`config.mk`:
```
export PLATFORM = sky130hd
export DESIGN_NAME = logic_unit_flat
export DESIGN_NICKNAME = d
export VERILOG_FILES = /design/src/rtl/logic_unit_if.sv /design/src/rtl/logic_unit.sv /design/src/flat_wrapper.sv
export SDC_FILE = /design/constraint.sdc
export NUM_CORES = 1
export LEC_CHECK = 0
export ABC_AREA = 1
export CAP_MARGIN = 30
export CORE_MARGIN = 10
export CORE_UTILIZATION = 25
export DETAILED_ROUTE_END_ITERATION = 10
export PLACE_DENSITY_LB_ADDON = 0.1
export REMOVE_ABC_BUFFERS = 1
export SYNTH_ARGS = -nofsm -noshare
export SYNTH_HDL_FRONTEND = slang
export SYNTH_SLANG_ARGS = --single-unit
export TNS_END_PERCENT = 100
```
`constraint.sdc`:
```
create_clock -name clk -period 4.4 [get_ports clk]
set_input_delay 0.88 -clock clk [delete_from_list [all_inputs] [get_ports clk]]
set_output_delay 0.88 -clock clk [all_outputs]
set_load 0.05 [all_outputs]
```
`src/rtl/logic_unit_if.sv`:
```
`default_nettype none
// ============================================================================
// Module   : logic_unit_if
// Purpose  : Handshake and data bundle for the logic_unit datapath stage.
//            Carries the operand-side valid/ready pair, the operands and
//            control bits, and the result-side valid/ready pair with the
//            registered result and its flags.
// Ports    : (interface signals)
//            in_valid/in_ready     operand handshake
//            a, b, op              operands and opcode
//            acc_en, acc_clr       accumulator control
//            out_valid/out_ready   result handshake
//            c, zero, parity       registered result and flags
// Modports : master - operand producer / result consumer
//            slave  - the logic unit itself
// Revision : 1.0 - initial release
// ============================================================================
interface logic_unit_if #(
   parameter int WIDTH = 8
);
   logic             in_valid;
   logic             in_ready;
   logic [WIDTH-1:0] a;
   logic [WIDTH-1:0] b;
   logic [2:0]       op;
   logic             acc_en;
   logic             acc_clr;
   logic             out_valid;
   logic             out_ready;
   logic [WIDTH-1:0] c;
   logic             zero;
   logic             parity;

   modport master (
      output in_valid,
      input  in_ready,
      output a,
      output b,
      output op,
      output acc_en,
      output acc_clr,
      input  out_valid,
      output out_ready,
      input  c,
      input  zero,
      input  parity
   );

   modport slave (
      input  in_valid,
      output in_ready,
      input  a,
      input  b,
      input  op,
      input  acc_en,
      input  acc_clr,
      output out_valid,
      input  out_ready,
      output c,
      output zero,
      output parity
   );
endinterface
`default_nettype wire

```
`src/rtl/logic_unit.sv`:
```
`default_nettype none
// ============================================================================
// Module   : logic_unit
// Purpose  : Registered WIDTH-bit bitwise logic unit with a valid/ready
//            handshake, a one-entry output register with backpressure,
//            zero/parity flags and an accumulate mode that feeds the
//            previous result back as operand B.
// Ports    : clk  - single clock, rising edge
//            rst  - synchronous, active-high reset
//            bus  - logic_unit_if.slave (operands in, result out)
// Params   : WIDTH    - operand/result width (>= 1)
//            ACC_INIT - accumulator value after reset or clear
// Revision : 1.0 - initial release
// ============================================================================
module logic_unit #(
   parameter int               WIDTH    = 8,
   parameter logic [WIDTH-1:0] ACC_INIT = '0
) (
   input  wire logic        clk,
   input  wire logic        rst,
   logic_unit_if.slave      bus
);

   // Opcode encoding
   localparam logic [2:0] c_OP_AND  = 3'd0;
   localparam logic [2:0] c_OP_OR   = 3'd1;
   localparam logic [2:0] c_OP_XOR  = 3'd2;
   localparam logic [2:0] c_OP_NAND = 3'd3;
   localparam logic [2:0] c_OP_NOR  = 3'd4;
   localparam logic [2:0] c_OP_XNOR = 3'd5;
   localparam logic [2:0] c_OP_NOT  = 3'd6;
   localparam logic [2:0] c_OP_PASS = 3'd7;

   // Output register occupancy (the only control state)
   localparam logic [0:0] c_ST_EMPTY = 1'b0;
   localparam logic [0:0] c_ST_FULL  = 1'b1;

   logic [0:0]       r_state;
   logic [WIDTH-1:0] r_c;
   logic             r_zero;
   logic             r_parity;
   logic [WIDTH-1:0] r_acc;

   logic             w_in_ready;
   logic             w_accept;
   logic             w_drain;
   logic [WIDTH-1:0] w_b_eff;
   logic [WIDTH-1:0] w_result;

   // The output slot is free when empty, or when it is being drained this
   // same cycle, which lets back-to-back results flow at full rate.
   assign w_in_ready = (r_state == c_ST_EMPTY) | bus.out_ready;
   assign w_accept   = bus.in_valid & w_in_ready;
   assign w_drain    = (r_state == c_ST_FULL) & bus.out_ready;

   // A clear in the accepting cycle must already be visible to the
   // operation, so the accumulator path sees ACC_INIT rather than r_acc.
   assign w_b_eff = bus.acc_en ? (bus.acc_clr ? ACC_INIT : r_acc) : bus.b;

   always_comb begin
      w_result = '0;
      case (bus.op)
         c_OP_AND:  w_result = bus.a & w_b_eff;
         c_OP_OR:   w_result = bus.a | w_b_eff;
         c_OP_XOR:  w_result = bus.a ^ w_b_eff;
         c_OP_NAND: w_result = ~(bus.a & w_b_eff);
         c_OP_NOR:  w_result = ~(bus.a | w_b_eff);
         c_OP_XNOR: w_result = ~(bus.a ^ w_b_eff);
         c_OP_NOT:  w_result = ~bus.a;
         c_OP_PASS: w_result = bus.a;
         default:   w_result = '0;
      endcase
   end

   // Output register stage: result and flags are loaded together so the
   // flags always describe the value currently on c.
   always_ff @(posedge clk) begin
      if (rst) begin
         r_state  <= c_ST_EMPTY;
         r_c      <= '0;
         r_zero   <= 1'b1;
         r_parity <= 1'b0;
      end else if (w_accept) begin
         r_state  <= c_ST_FULL;
         r_c      <= w_result;
         r_zero   <= (w_result == '0);
         r_parity <= ^w_result;
      end else if (w_drain) begin
         // Data is kept so c/zero/parity stay at their last value.
         r_state  <= c_ST_EMPTY;
      end
   end

   // Accumulator tracks every accepted result, whether or not acc_en was
   // used; a clear only takes effect in cycles with no accept.
   always_ff @(posedge clk) begin
      if (rst) begin
         r_acc <= ACC_INIT;
      end else if (w_accept) begin
         r_acc <= w_result;
      end else if (bus.acc_clr) begin
         r_acc <= ACC_INIT;
      end
   end

   assign bus.in_ready  = w_in_ready;
   assign bus.out_valid = (r_state == c_ST_FULL);
   assign bus.c         = r_c;
   assign bus.zero      = r_zero;
   assign bus.parity    = r_parity;

endmodule
`default_nettype wire

```
`src/flat_wrapper.sv`:
```
// flat-port wrapper written by rule: the top's interface ports become plain ports
module logic_unit_flat 
#(
   parameter int               WIDTH    = 8,
   parameter logic [WIDTH-1:0] ACC_INIT = '0
)
  (clk, rst, bus_in_valid, bus_in_ready, bus_a, bus_b, bus_op, bus_acc_en, bus_acc_clr, bus_out_valid, bus_out_ready, bus_c, bus_zero, bus_parity);
  logic_unit_if #(.WIDTH(WIDTH)) bus_i ();
  input  wire logic clk;
  input  wire logic rst;
  input wire logic [$bits(bus_i.in_valid)-1:0] bus_in_valid;
  output wire logic [$bits(bus_i.in_ready)-1:0] bus_in_ready;
  input wire logic [$bits(bus_i.a)-1:0] bus_a;
  input wire logic [$bits(bus_i.b)-1:0] bus_b;
  input wire logic [$bits(bus_i.op)-1:0] bus_op;
  input wire logic [$bits(bus_i.acc_en)-1:0] bus_acc_en;
  input wire logic [$bits(bus_i.acc_clr)-1:0] bus_acc_clr;
  output wire logic [$bits(bus_i.out_valid)-1:0] bus_out_valid;
  input wire logic [$bits(bus_i.out_ready)-1:0] bus_out_ready;
  output wire logic [$bits(bus_i.c)-1:0] bus_c;
  output wire logic [$bits(bus_i.zero)-1:0] bus_zero;
  output wire logic [$bits(bus_i.parity)-1:0] bus_parity;
  assign bus_i.in_valid = bus_in_valid;
  assign bus_in_ready = bus_i.in_ready;
  assign bus_i.a = bus_a;
  assign bus_i.b = bus_b;
  assign bus_i.op = bus_op;
  assign bus_i.acc_en = bus_acc_en;
  assign bus_i.acc_clr = bus_acc_clr;
  assign bus_out_valid = bus_i.out_valid;
  assign bus_i.out_ready = bus_out_ready;
  assign bus_c = bus_i.c;
  assign bus_zero = bus_i.zero;
  assign bus_parity = bus_i.parity;
  logic_unit #(.WIDTH(WIDTH), .ACC_INIT(ACC_INIT)) u_core (.clk(clk), .rst(rst), .bus(bus_i));
endmodule
```
Word-level counts from Yosys, hierarchy flattened. Cells that the tools add are included.

Bits of input ports: 25. Logic and storage cells: 33. Register bits: 19.

Reductions and logical operators: 4. Mux-type cells: 6. Equality and inequality tests: 7. Bitwise operators: 11.

Operator list (count): one-hot mux 8 bit (8 select lines) (1); inverter 8 bit (4); 2-to-1 mux 8 bit (3); equality test 3 bit (second input constant) (4); AND 8 bit (1); zero test 8 bit (1); bitwise OR 8 bit (1); parity 8 bit (1); bitwise XOR 8 bit (1); equality test 3 x 2 -> 1 bit (second input constant) (2); equality test 3 x 1 -> 1 bit (second input constant) (1); zero test 3 bit (1); AND 1 bit (2); 2-to-1 mux 1 bit (2); nonzero test 2 bit (1); inverter 1 bit (1); bitwise OR 1 bit (1).

Depth between registers and ports, before layout.
Depth after elaboration: 6. Mapped depth: 18.

Least setup slack after synthesis. Ideal clock, no wire load.

Kind: input -> register. From: input bus_acc_en. To: register u_core.r_parity, in the netlist u_core.bus.parity. Stages: 15. Data arrival time: 2.656 ns. Setup time: 0.115 ns. Setup slack: 1.629 ns. Required time: 4.285 ns. Cells stage by stage: clkbuf_1 -> nand2_1 -> o21ai_0 -> inv_1 -> ha_1 -> nand4_1 -> nand2_1 -> nor2_1 -> nand3_1 -> inv_1 -> ha_1 -> xor2_1 -> xnor2_1 -> o21ai_0 -> inv_1.

Word-level cells in the longest chain between the ends: 5. Elaborated cells on any way between the ends: 9.

Ends and longest elaborated chain: from (decl) (RTL line flat_wrapper.sv:16) `input wire logic [$bits(bus_i.acc_en)-1:0] bus_acc_en;`; 2-to-1 mux 8 bit (*) (RTL line logic_unit.sv:58) `assign w_b_eff = bus.acc_en ? (bus.acc_clr ? ACC_INIT : r_acc) : bus.b;`; bitwise XOR 8 bit, or another cell as far along (RTL line logic_unit.sv:65, logic_unit.sv:68); inverter 8 bit (on tied branches) (RTL line logic_unit.sv:68, logic_unit.sv:66, logic_unit.sv:67); one-hot mux 8 bit (8 select lines) (*) (RTL line logic_unit.sv:62) `case (bus.op)`; parity 8 bit (*) (RTL line logic_unit.sv:87) `r_parity <= ^w_result;`; to (signal assigned) (RTL line logic_unit.sv:87); to (decl) (RTL line logic_unit.sv:41) `logic r_parity;`.

Mark *: on every way between the ends. The rest lies on a longest branch, timed or not. A chain may end at the register's enable or synchronous reset.

Final worst setup path.
From: input bus_op[2]. To: register u_core.r_parity, in the netlist u_core.bus.parity.

Word-level cells in the longest chain between the ends: 3. Elaborated cells on any way between the ends: 10.

Ends and longest elaborated chain: from (decl) (RTL line flat_wrapper.sv:15) `input wire logic [$bits(bus_i.op)-1:0] bus_op;`; equality test 3 bit, or another cell as far along (RTL line logic_unit.sv:62); one-hot mux 8 bit (8 select lines) (*) (RTL line logic_unit.sv:62); parity 8 bit (*) (RTL line logic_unit.sv:87).

Marked as above.

==> results.py <==
metrics = {
    "final_layout": {
        "post-route-util": 0.322,
        "seq_area_um2": 380,
        "area_growth_pct": 26.0,
        "fin_nets": 386,
        "drive_above_1_share": 0.0353,
        "fillers": 841,
        "multi_input_area_um2": 1160,
        "final_common_cell": "nand2_1",
        "layout_common_cells": "nand2_1 (92), inv_1 (59), clkdlybuf4s50_1 (36)",
        "antennaDiodeCount": 0,
    },
    "sta": {
        "fin_crit_sh": 0.779,
        "rsz0062_at_grt": "no",
        "fmax_mhz": 292,
        "slew_headroom": 0.515,
        "worst_slew_pin_slew_ns": 0.726,
        "drv_slew": 0,
        "finClkSkew_ns": 0.00466,
        "finalSetupViolations": 0,
        "fin_crit_ns": 3.43,
        "hold_violations": 0,
        "fin_tns_setup_ns": 0,
    },
    "placed_design": {
        "portBuffers": 36,
        "hpwl_mm": 4.27,
        "gp_congestion": 0.762,
    },
    "worst_setup_path": {
        "crit_slowest_cell": "clkdlybuf4s50_1",
        "crit_start": "bus_op[2]",
        "cp_cell_sequence": "clkdlybuf4s50_1 -> nor2_1 -> nand3b_1 -> nand2_1 -> nor2_1 -> nand3_1 -> inv_1 -> ha_1 -> xor2_1 -> xnor2_1 -> o21ai_0 -> inv_1",
        "crit_path_max_fanout": 15,
        "r2r_start": "u_core.r_acc[5]",
        "cp-start-kind": "input pin",
        "worstSetupPathType": "in -> reg",
        "critPathCaptureType": "flop",
        "critPathTopFamily": "simple AND/OR/NAND/NOR gates",
        "path_buf_inv": 3,
        "cpPeakStageDelay_ns": 0.77,
        "critPathArrivalTime_ns": 3.58,
        "crit_required_ns": 4.55,
    },
    "die": {
        "initial_core_util": 0.256,
        "dieArea_um2": 11200,
        "die_w_um": 106,
        "core_area_um2": 7210,
        "rows": 31,
        "die_h_um": 106,
        "pin_count": 37,
    },
    "grt": {
        "antenna_found_initial": 0,
        "grt_max_degree": 22,
        "grt_pass1_wl_mm": 9.35,
        "track_usage": 0.0995,
        "first_global_vias": 1908,
        "grt-ovfl-total": 0,
    },
    "route": {
        "via_count": 1905,
        "ant_nets": 0,
        "first_pass_iters": 4,
        "postRouteWirelength_mm": 5.58,
        "dr.first_iter.drc_count": 111,
        "drc_errors": 0,
        "vias_per_cell": 4.34,
        "routedWlPerCell_um": 12.7,
    },
    "power_and_ir_drop": {
        "power_density_nw_per_um2": 235,
        "p_leak_nw": 1.17,
        "ir_drop_uv": 120,
    },
    "synth": {
        "ys_seq_elements": 19,
        "synthSimpleGateAreaFrac": 0.403,
        "synth_compound_area_frac": 0.0759,
        "ys_seq_area_frac": 0.206,
        "netlist_instances": 308,
        "synthDistinctLibCells": 22,
        "yosys.area_share.xor_xnor": 0.0142,
        "synth_area_um2": 1850,
        "synth_fa_ha_area_frac": 0.136,
        "synth_warnings": 0,
        "synth_mux_area_frac": 0,
        "synth_top_family_by_area": "simple AND/OR/NAND/NOR gates",
        "synth.avg_cell_area_um2": 5.99,
    },
    "job": {
        "cap_violations": 0,
    },
    "clock_network": {
        "cts_made_buffers": 3,
        "cts_setup_buffers": 0,
        "clkTransAtPathRegs_ns": 0.07,
        "insertion_delay_ns": 0.26,
        "root_buffer": "clkbuf_8",
        "cts_resized": 0,
        "cts.path.max_buffers": 2,
        "cts_tree": "done",
        "clock_sinks": 19,
        "postCtsHoldBufs": 0,
        "cts_max_level": 1,
    },
    "status": {
        "status": "complete, no violations",
    },
    "min_path": {
        "hold_class": "reg -> reg",
        "min_from": "u_core.bus.c[7]",
    },
}
## layout make-up
cell class,instances,area share
multi-input combinational,216,0.499
timing repair buffer,39,0.165
sequential,19,0.164
inverter,62,0.100
tap,99,0.0533
clock buffer,4,0.0194
## routing by layer
| metal | up-vias | GRT usage | share of wire |
|---|---|---|---|
| met5 | - | 0 | 0 |
| met4 | 0 | 0.0145 | 0.0039 |
| met3 | 2 | 0.0151 | 0.017 |
| met2 | 30 | 0.174 | 0.50 |
| met1 | 852 | 0.128 | 0.48 |
| li1 | 1021 | - | - |
## flip-flops by register name (all words and copies together), names as in the netlist
signal	cells
u_core.bus.c	8
u_core.r_acc	8
u_core.bus.out_valid	1
u_core.bus.parity	1
u_core.bus.zero	1
## worst register-to-register path, delay by kind of cell, from the launching register on
| kind | cells | cell delay, ns |
|---|---|---|
| compound gates | 2 | 0.29 |
| buf+inv | 5 | 0.36 |
| fa+ha+maj | 2 | 0.54 |
| xor+xnor | 2 | 0.28 |
| flops | 1 | 0.31 |
| simple gates | 6 | 0.44 |
## report_power, final
part,internal (W),switching (W)
clock,0.0000644,0.0000570
combinational,0.0000911,0.000143
sequential,0.000186,0.00000594
## per-stage QoR
step / hold slack, ns / power (W) / setup slack (ns) / std cells / area (um2)
after floorplan: 0.515 / 0.000339 / 1.65 / 297 / 1770
after global placement: 0.455 / 0.000433 / 0.661 / 435 / 2280
after detailed placement: 0.456 / 0.000433 / 0.720 / 435 / 2280
after CTS: 0.467 / 0.000557 / 0.991 / 439 / 2320
after global routing: 0.484 / 0.000588 / 0.716 / 439 / 2320
final: 0.462 / 0.000547 / 0.973 / 439 / 2320
## kinds of logic (layout without fill, tap and decap cells)
group           after synthesis  after routing
simple gates                165            165
buf+inv                      73            105
compound gates               28             28
xor+xnor                      3              3
fa+ha+maj                    20             20
flops                        19             19
## worst paths after layout
| check | to | slack, ns | cells after the start |
|---|---|---|---|
| worst min register to register | u_core.bus.c[7] | 0.46 | 2 |
| worst max register to register | u_core.bus.parity | 2.08 | 17 |
| worst max-delay path | u_core.bus.parity | 0.97 | 12 |
| worst min-delay path | u_core.bus.c[7] | 0.46 | 2 |
## synthesized netlist by cell type (all sizes together)
cell type	number	area, um2
nand2	92	345
ha	20	250
nand3b	8	60.1
nor3	1	16.3
nor2	30	125
clkbuf	5	18.8
buf	6	53.8
nand3	17	90.1
inv	60	225
dfxtp	19	380
clkinv	2	7.51
xnor2	2	17.5
nand4	17	106
xor2	1	8.76
a21oi	18	90.1
o21ai	10	50.1
(Power assumes the default switching activity.)
